[config.mk]
export PLATFORM = sky130hd
export DESIGN_NAME = mpmc10_strm_fill
export DESIGN_NICKNAME = d
export VERILOG_FILES = /design/src/rtl/mpmc10_pkg.sv /design/src/rtl/mpmc10_strm_fill.sv
export SDC_FILE = /design/constraint.sdc
export NUM_CORES = 1
export LEC_CHECK = 0
export CAP_MARGIN = 10
export CORE_AREA = 2 2 238 240
export DETAILED_ROUTE_END_ITERATION = 16
export DIE_AREA = 0 0 240 242
export GPL_ROUTABILITY_DRIVEN = 0
export SETUP_SLACK_MARGIN = 0.15
export SYNTH_ARGS = -nofsm -noshare
export SYNTH_HDL_FRONTEND = slang
export SYNTH_SLANG_ARGS = --single-unit
[constraint.sdc]
create_clock -name clk -period 10.6 [get_ports clk]
set_input_delay 2.12 -clock clk [delete_from_list [all_inputs] [get_ports clk]]
set_output_delay 2.12 -clock clk [all_outputs]
set_load 0.03 [all_outputs]
[src/rtl/mpmc10_pkg.sv]
// Shared types and constants for the mpmc10 stream-cache fill path.
package mpmc10_pkg;

  localparam int LINES_PER_BLK = 64;
  localparam int LINE_SHIFT    = 4;

  typedef enum logic [2:0] {
    ST_IDLE  = 3'd0,
    ST_INV   = 3'd1,
    ST_FILL  = 3'd2,
    ST_DRAIN = 3'd3,
    ST_DONE  = 3'd4
  } fill_state_e;

  // Byte address of line 'off' inside 1 KiB block 'blk'.
  function automatic logic [31:0] line_adr(input logic [21:0] blk, input logic [5:0] off);
    return {blk, off, {LINE_SHIFT{1'b0}}};
  endfunction

endpackage

[src/rtl/mpmc10_strm_fill.sv]
// Stream read cache block refill engine: invalidates the target block,
// issues one read per line, and writes returning lines into the cache in
// request order so the last line (which sets tag/valid) lands last.
module mpmc10_strm_fill
  import mpmc10_pkg::*;
#(
  parameter int WID   = 256,
  parameter int LINES = LINES_PER_BLK
) (
  input  logic             clk,
  input  logic             rst,
  input  logic             miss,
  input  logic [31:0]      miss_adr,
  output logic             busy,
  output logic             done,
  output logic             mem_req,
  output logic [31:0]      mem_adr,
  input  logic             mem_ack,
  input  logic             mem_rvalid,
  input  logic [WID-1:0]   mem_rdat,
  output logic             wr,
  output logic [31:0]      wadr,
  output logic [WID-1:0]   wdat,
  output logic             inv
);

  localparam logic [6:0] LAST_REQ = 7'(LINES - 1);
  localparam logic [6:0] FULL_CNT = 7'(LINES);

  fill_state_e    state_q, state_d;
  logic [21:0]    blk_q, blk_d;
  logic [6:0]     req_cnt_q, req_cnt_d;
  logic [6:0]     rsp_cnt_q, rsp_cnt_d;
  logic           inv_q, inv_d;
  logic           wr_q, wr_d;
  logic [31:0]    wadr_q, wadr_d;
  logic [WID-1:0] wdat_q, wdat_d;

  logic start_s;
  logic accept_s;
  logic take_s;
  logic unused_adr_bits_s;

  // Only the block number of the missing address matters.
  assign unused_adr_bits_s = ^miss_adr[9:0];

  assign start_s  = (state_q == ST_IDLE) && miss;
  assign accept_s = (state_q == ST_FILL) && mem_ack;
  assign take_s   = ((state_q == ST_FILL) || (state_q == ST_DRAIN)) && mem_rvalid
                    && (rsp_cnt_q < FULL_CNT);

  // FSM state register.
  always_ff @(posedge clk or posedge rst) begin
    if (rst) begin
      state_q <= ST_IDLE;
    end else begin
      state_q <= state_d;
    end
  end

  // FSM next-state: DONE is entered only once every line has been written.
  always_comb begin
    state_d = state_q;
    case (state_q)
      ST_IDLE: begin
        if (start_s) state_d = ST_INV;
        else         state_d = ST_IDLE;
      end
      ST_INV:  state_d = ST_FILL;
      ST_FILL: begin
        if (accept_s && (req_cnt_q == LAST_REQ)) state_d = ST_DRAIN;
        else                                     state_d = ST_FILL;
      end
      ST_DRAIN: begin
        if (rsp_cnt_q == FULL_CNT) state_d = ST_DONE;
        else                       state_d = ST_DRAIN;
      end
      ST_DONE: state_d = ST_IDLE;
      default: state_d = ST_IDLE;
    endcase
  end

  // Datapath next-state: block latch, saturating counters, cache write port.
  always_comb begin
    blk_d     = blk_q;
    req_cnt_d = req_cnt_q;
    rsp_cnt_d = rsp_cnt_q;
    inv_d     = 1'b0;
    wr_d      = 1'b0;
    wadr_d    = wadr_q;
    wdat_d    = wdat_q;
    if (start_s) begin
      blk_d     = miss_adr[31:10];
      req_cnt_d = 7'd0;
      rsp_cnt_d = 7'd0;
      inv_d     = 1'b1;
      wadr_d    = line_adr(miss_adr[31:10], 6'h00);
    end else begin
      if (accept_s && (req_cnt_q < FULL_CNT)) req_cnt_d = req_cnt_q + 7'd1;
      else                                     req_cnt_d = req_cnt_q;
      if (take_s) begin
        wr_d      = 1'b1;
        wdat_d    = mem_rdat;
        wadr_d    = line_adr(blk_q, rsp_cnt_q[5:0]);
        rsp_cnt_d = rsp_cnt_q + 7'd1;
      end else begin
        wr_d      = 1'b0;
      end
    end
  end

  // Datapath registers; reset abandons any fill in progress.
  always_ff @(posedge clk or posedge rst) begin
    if (rst) begin
      blk_q     <= 22'd0;
      req_cnt_q <= 7'd0;
      rsp_cnt_q <= 7'd0;
      inv_q     <= 1'b0;
      wr_q      <= 1'b0;
      wadr_q    <= 32'd0;
      wdat_q    <= {WID{1'b0}};
    end else begin
      blk_q     <= blk_d;
      req_cnt_q <= req_cnt_d;
      rsp_cnt_q <= rsp_cnt_d;
      inv_q     <= inv_d;
      wr_q      <= wr_d;
      wadr_q    <= wadr_d;
      wdat_q    <= wdat_d;
    end
  end

  assign busy    = (state_q != ST_IDLE);
  assign done    = (state_q == ST_DONE);
  assign mem_req = (state_q == ST_FILL);
  assign mem_adr = (state_q == ST_FILL) ? line_adr(blk_q, req_cnt_q[5:0]) : 32'd0;
  assign inv     = inv_q;
  assign wr      = wr_q;
  assign wadr    = wadr_q;
  assign wdat    = wdat_q;

endmodule

# Yosys cells after proc, flatten, opt, wreduce, memory -nomap -nowiden
# Index checks and enable logic that the tools add are counted.
# totals
latch_bits,0
input_bits,293
regBits,329
ram_bits,0
romBits,0
n_memories,0
out_inout_bits,325
elab_cells,45
# classes
reduce_logical,12
n_lt_le_gt_ge,2
n_bitwise,1
shift,0
n_mul,0
addsub,2
mux,14
n_div,0
eq_ne,6
# ops
cell,count
$mux 32,3
$mux 7,4
$add 7x1->7 const B,2
$lt 7x7->1 const B,2
$pmux 3 s4,1
$eq 7x6->1 const B,1
$eq 7x7->1 const B,1
$eq 3x2->1 const B,2
$logic_and 1x1->1,6
$mux 1,5
$reduce_bool 2->1,2
$eq 3x1->1 const B,1
$eq 3x3->1 const B,1
$logic_not 3->1,1
$mux 3,1
$reduce_bool 3->1,1
$reduce_and 2->1,1
$logic_or 1x1->1,1
$not 1->1,1

# Depth between registers and ports, before layout
# Gate-level depths: netlist of the first run.
# depth
ltp_word,6
mapped_depth,8
depth_no_buf,4

# Worst setup path before layout of the first run
# No wires, ideal clock.
# synth_timing
kind,flip-flop to output port
start,reg state_q[0]
end,out mem_adr[22]
arrival_time_ns,1.806
stages_incl_launch_ff,6
n_path_buf,2
setup_slack_ns,6.674
path_cell_list,dfrtp_1 or3b_1 buf_2 inv_1 clkbuf_1 and2_1
# synth_via
elab_chain_len,2
# synth_lines
item,line,source
from (decl),mpmc10_strm_fill.sv:30,"fill_state_e state_q, state_d;"
from (signal assigned),mpmc10_strm_fill.sv:57,state_q <= state_d;
$eq 3x2->1,--,
named net mem_req,mpmc10_strm_fill.sv:16,"output logic mem_req,"
$mux 32,mpmc10_strm_fill.sv:136,"assign mem_adr = (state_q == ST_FILL) ? line_adr(blk_q, req_cnt_q[5:0]) : 32'd0;"
to (decl),mpmc10_strm_fill.sv:17,"output logic [31:0] mem_adr,"
# The timed path passes the listed nets, and every way through them passes these cells.

# Worst setup path after layout of the first run
# layout_timing
start,reg state_q[1]
end,out mem_adr[22]
# layout_via
elab_chain_len,2
# layout_lines
item,line
$eq 3x2->1,mpmc10_strm_fill.sv:136
$mux 32,mpmc10_strm_fill.sv:136
# Every way passes these cells.

==> summary.txt, run 1 <==
Synth area leader -> dfrtp_1
Synthesized instance count -> 1,395
Critical path cell sequence -> or3b_1 -> inv_1 -> and2_1 -> clkdlybuf4s50_1
CP Buf/Inv Count -> 2
Layout Nets -> 2,265
R2R Setup Slk -> 7.41 ns
Synth top area share -> 64.2%
Critical-path maximum fanout -> 31
Detailed placement HPWL -> 29.0 mm
Top cells by area, synth -> dfrtp_1, nand2_1, mux2i_1
Register area -> 8130 sq um
Diodes inserted -> 0
Die X -> 240 microns
Worst min path class -> reg2reg
Placement-stage cell area -> 19,400 sq um
Total of max-cap violations -> 0
Seq/Total Area, Yosys -> 64.2%
Main synth FF type -> dfrtp_1
Top-count cell post-synth -> nand2_1
Layout cell share with drive strength beyond 1 -> 3.61%
Vias per cell -> 4.04
Sequential group share of total power -> 38.2%
Status -> completed
Switching power total -> 1.29 mW
Placeable Area -> 55,700 sq um
Multi-input logic area -> 4170 sq um
ANT nets after route -> 0
Max stage delay cell, worst path -> inv_1
Int Pwr -> 2.73 mW
Max Clock Skew -> 0.0123 ns
Initial Util -> 22.7%
CTS Buffer Depth -> 3
Vias -> 11,100
Final instance area -> 20,700 sq um
Final period utilization -> 50.3%
TritonCTS clock tree -> done
Yosys reg bits -> 325
Ports -> 618
Final-report hold violation count -> 0
Skew-Pair Late Insertion Delay -> 0.54 ns
Crit. End Element -> primary output
Overall Global Routing Usage -> 13.8%
Synth-to-Final Area Change -> 63.2%
Die Span Y -> 242 microns
Mean Syn Cell Area -> 9.08 sq um
Synth top cells by count -> nand2_1, dfrtp_1, clkbuf_1, o21ai_0, and2_1
Row cnt -> 87
Synth async-reset ratio -> 100%
VDD IR max -> 0.100 mV
Relative slew margins -> 29.1%
Crit Path Class -> reg2out
Clock root buffer master -> clkbuf_16
Residual DRC -> 0
TritonCTS Buffers -> 39
Post-CTS Resized -> 0
Final wirelength -> 41.3 mm
Post-CTS Hold Buffers -> 0
Power Density -> 195 nW/um^2
Number of flops mapped to enable cells by yosys -> 0
Distinct cells, synth -> 41
H-tree levels -> 2
Sum Neg Setup Slack -> 0 ns
Final core utilization -> 37.1%
Worst EP required -> 8.48 ns
Worst path top cell family by delay -> buffers and inverters
DRT iter0 DRCs -> 478
Fill cells -> 5,595
Total congestion overflow -> 0
Mapped cell area -> 12,700 sq um
Global-route wire length before repair -> 63.7 mm
Leak Pwr -> 9.86 nW
Max Freq -> 188 MHz
Clock power share -> 33.1%
Combinational share of power -> 28.7%
Crit path largest cell delay -> 0.69 ns
Final Max Tran Viols -> 0
RSZ-0062 raised after global routing -> false
Clk slew on worst S/H paths -> 0.06 ns
Post-route minimum period -> 5.33 ns
Largest net degree at the start of global routing -> 165
Clock sink total -> 325
Worst setup SP type -> register
Final setup viols -> 0
PortBufs -> 599
Switching Share -> 32.2%
Number of global-route vias before repair -> 11,400
Worst Tran Pin Value -> 1.06 ns
Die ar. -> 58,100 sq um
WL/cell -> 15.0 microns
Antenna violations before repair -> 0
Drt pass-1 iters -> 5
Yosys Warn Count -> 0
Crit path DAT -> 3.21 ns
Post-CTS setup buffers -> 0
## power by group through the flow
stage               registers (mW)  logic [mW]  clock network, mW
floorplan                     1.80       0.351                  0
finish                        1.54        1.15               1.33
CTS                           1.54        1.17               1.38
global placement              1.55        1.16                  0
global route                  1.56        1.23               1.42
detailed placement            1.56        1.17                  0
## through the flow
| stage | power [mW] | hold slack [ns] | cells | setup WS, ns |
|---|---|---|---|---|
| after global routing | 4.21 | 0.486 | 2749 | 5.12 |
| after global placement | 2.71 | 0.457 | 2684 | 5.32 |
| after detailed placement | 2.72 | 0.461 | 2684 | 5.27 |
| after floorplan | 2.15 | 0.459 | 1402 | 4.14 |
| after CTS | 4.09 | 0.476 | 2749 | 5.22 |
| final | 4.02 | 0.469 | 2749 | 5.27 |
## registers in the layout, indices dropped and copies added, names as in the netlist
| name | cells |
|---|---|
| wdat | 256 |
| wadr | 28 |
| blk_q | 22 |
| req_cnt_q | 7 |
| rsp_cnt_q | 7 |
| state_q | 3 |
| inv | 1 |
| wr | 1 |
## area by class of cell
| cell class | count | area share (%) |
|---|---|---|
| timing repair buffer | 608 | 29.5 |
| tap | 756 | 4.58 |
| sequential | 325 | 39.4 |
| multi-input combinational | 986 | 20.2 |
| clock inverter | 5 | 0.381 |
| clock buffer | 60 | 5.80 |
| inverter | 9 | 0.218 |
## final timing paths
path,start,to,cells after the start
min in group asynchronous,rst,wdat[212],3
max reg2reg,state_q[2],wadr[25],5
max,state_q[1],mem_adr[22],4
max in group asynchronous,rst,req_cnt_q[1],3
min,wdat[39],wdat[39],2
min reg2reg,wdat[39],wdat[39],2
## cell usage in the layout (no fill, tap or decap), types with 5 or more instances in the layout
| cell | instances |
|---|---|
| a21oi_1 | 6 |
| a22o_1 | 6 |
| and2_1 | 26 |
| buf_4 | 7 |
| clkbuf_1 | 9 |
| clkbuf_16 | 41 |
| clkbuf_8 | 10 |
| clkdlybuf4s50_1 | 599 |
| conb_1 | 8 |
| dfrtp_1 | 325 |
| inv_1 | 6 |
| mux2i_1 | 24 |
| nand2_1 | 842 |
| nand3_1 | 5 |
| o21ai_0 | 27 |
## tightest hold or removal path, delay by kind of cell (launching register included)
family / cells / cell delay [ns]
flip-flops: 1 / 0.33
AND/OR/NAND/NOR: 2 / 0.11
## metal layers
metal / up-vias / wire (microns) / part of all wire (%) / track usage (%)
li1: 5423 / - / - / -
met1: 5208 / 16800 / 41 / 16.3
met2: 417 / 19700 / 48 / 23.3
met3: 63 / 3700 / 8.9 / 4.75
met4: 0 / 1090 / 2.6 / 4.49
met5: - / 0 / 0 / 0
## cells by family after synthesis
group                    Yosys count  share of synthesized area, %
adder cells (fa/ha/maj)            3                         0.296
other                              1                        0.0296
AND/OR/NAND/NOR                  900                          28.0
AO/OA/AOI/OAI                     51                          2.43
buffers and inverters             91                          3.14
flip-flops                       325                          64.2
multiplexers                      24                          1.90
Note: power is estimated with default switching activity, not from simulation.
==> run 2: changes to the inputs <==
CORE_AREA = 2 2 240 242   (was 2 2 238 240)
DIE_AREA = 0 0 242 244   (was 0 0 240 242)
clock period = 5.2 ns   (was 10.6 ns; I/O delays follow)
==> summary.txt, run 2 (synthesis results as in run 1) <==
Row cnt -> 87 (unchanged)
Max FFs per register -> 256 (unchanged)
Drt pass-1 iters -> 6 (+1)
Synth-to-Final Area Change -> 64.0%
Fill cells -> 5,686 (+1.6%)
Residual DRC -> 0 (unchanged)
Critical path endpoint -> mem_adr[30]
Clk slew on worst S/H paths -> 0.06 ns (about the same)
Leak Pwr -> 9.91 nW (+0.53%)
Antenna violations before repair -> 2 (+2)
Max stage delay cell, worst path -> clkdlybuf4s50_1
Relative slew margins -> 26.0% (-3.1 points)
Ports -> 618 (unchanged)
Die ar. -> 59,000 sq um (+1.7%)
Worst EP required -> 4.16 ns (-4.32 ns)
ANT nets after route -> 0 (unchanged)
Crit path DAT -> 3.14 ns (-0.07 ns)
Reg2reg path depth -> 4 (-1)
Vias per cell -> 4.07 (+0.70%)
R2R Setup Slk -> 2.89 ns (-4.52 ns)
Crit. End Element -> primary output
PortBufs -> 599 (unchanged)
Worst min path class -> reg2reg
Layout cell share with drive strength beyond 1 -> 4.00% (+0.39 points)
Most frequent cells in the layout -> nand2_1, clkdlybuf4s50_1, dfrtp_1, clkbuf_16, o21ai_0
H-tree levels -> 2 (unchanged)
Post-CTS Resized -> 0 (unchanged)
Clock root buffer master -> clkbuf_16
Register area -> 8130 sq um (unchanged)
VDD IR max -> 0.208 mV (+110%)
Final-report hold violation count -> 0 (unchanged)
Die Span Y -> 244 microns (+0.83%)
Number of global-route vias before repair -> 11,400 (+0.062%)
Skew-Pair Late Insertion Delay -> 0.54 ns (about the same)
Post-CTS Hold Buffers -> 0 (unchanged)
Placeable Area -> 56,200 sq um (+0.78%)
Reg-to-Reg End -> wadr[9]
Power Density -> 395 nW/um^2 (+100%)
CTS Buffer Depth -> 3 (unchanged)
RSZ-0062 raised after global routing -> false
Total of max-cap violations -> 0 (unchanged)
Critical Path Source -> state_q[1]
Worst hold margin -> 0.471 ns (+0.00146 ns)
Crit path largest cell delay -> 0.71 ns (+0.02 ns)
Layout Nets -> 2,270 (+0.22%)
Detailed placement HPWL -> 28.8 mm (-0.59%)
Status -> completed
Critical path cell sequence -> or3b_1 -> inv_1 -> and2_1 -> clkdlybuf4s50_1
Worst Tran Pin Value -> 1.11 ns (+0.0463 ns)
Final WS setup -> 1.02 ns (-4.26 ns)
Vias -> 11,200 (+0.92%)
FF-to-FF Start -> state_q[1]
DP Worst Slack -> 1.57 ns (-3.71 ns)
Crit Path Class -> reg2out
Critical-path maximum fanout -> 31 (unchanged)
Final period utilization -> 80.4%
Post-CTS setup buffers -> 0 (unchanged)
Die X -> 242 microns (+0.83%)
TritonCTS clock tree -> done
Commonest non-fill, non-tap cell in the layout -> nand2_1
Final wirelength -> 40.7 mm (-1.5%)
Largest net degree at the start of global routing -> 125 (-24%)
Clock sink total -> 325 (unchanged)
Worst setup SP type -> register
Overall Global Routing Usage -> 13.4% (-0.35 points)
Initial Util -> 22.5% (-0.18 points)
WL/cell -> 14.8 microns (-1.7%)
Global-route wire length before repair -> 64.0 mm (+0.40%)
Max Clock Skew -> 0.0142 ns (+0.00187 ns)
Total congestion overflow -> 0 (unchanged)
Post-route minimum period -> 4.18 ns
TritonCTS Buffers -> 38 (-2.6%)
Max Freq -> 239 MHz
Final Max Tran Viols -> 0 (unchanged)
Final setup viols -> 0 (unchanged)
Multi-input logic area -> 4170 sq um (unchanged)
DRT iter0 DRCs -> 416 (-13%)
[run 2: cell count changes in the layout (fill, tap and decap cells not counted), sizes merged]
cell and change:
clkinvlp +1, bufinv +1, clkbuf -6, buf +6, clkinv +3, diode +1
[run 2: metrics by stage]
stage | area, sq um | setup TNS [ns] | power (mW) | std cells | util, %
6_report | 20800 | 0 | 8.21 | 2755 | 37.0
5_1_grt | 20800 | 0 | 8.62 | 2755 | 37.0
4_1_cts | 20800 | 0 | 8.34 | 2754 | 37.0
3_5_place_dp | 19500 | 0 | 5.56 | 2690 | 34.7
3_3_place_gp | 19500 | 0 | 5.52 | 2690 | 34.7
2_1_floorplan | 12700 | -57.44 | 4.38 | 1402 | -
[run 2: cell type report]
cell class	count	area share, %
Sequential cell	325	39.2
Inverter	9	0.217
Antenna cell	1	0.0120
Clock buffer	54	5.51
Clock inverter	10	0.614
Multi-Input combinational cell	986	20.1
Tap cell	756	4.55
Timing Repair Buffer	614	29.8
[run 2: routing by layer]
layer / part of all wire [%] / vias to the layer above / global-route usage, %
met5: 0.032 / - / 0
met4: 3.1 / 2 / 4.74
met3: 8.3 / 80 / 4.70
met2: 48 / 428 / 22.4
met1: 41 / 5272 / 16.1
li1: - / 5431 / -
[run 2: worst min-delay path by stage]
stage	cells past startpoint	start	to	slack (ns)
2_1_floorplan	2	blk_q[0]	blk_q[0]	0.46
3_3_place_gp	2	wdat[15]	wdat[15]	0.46
3_5_place_dp	2	wdat[245]	wdat[245]	0.46
4_1_cts	2	wdat[127]	wdat[127]	0.48
5_1_grt	2	wdat[137]	wdat[137]	0.49
6_report	2	wdat[247]	wdat[247]	0.47
[run 2: critical path, delay by kind of cell (launching register included)]
kind          cells  cell delay, ns
flops             1            0.53
buf+inv           2            1.36
simple gates      2            0.71
[run 2: report_power, final]
group	total (mW)	switching, mW	internal [mW]
Clock	2.72	1.05	1.67
Sequential	3.14	0.249	2.89
Combinational	2.35	1.35	1.01
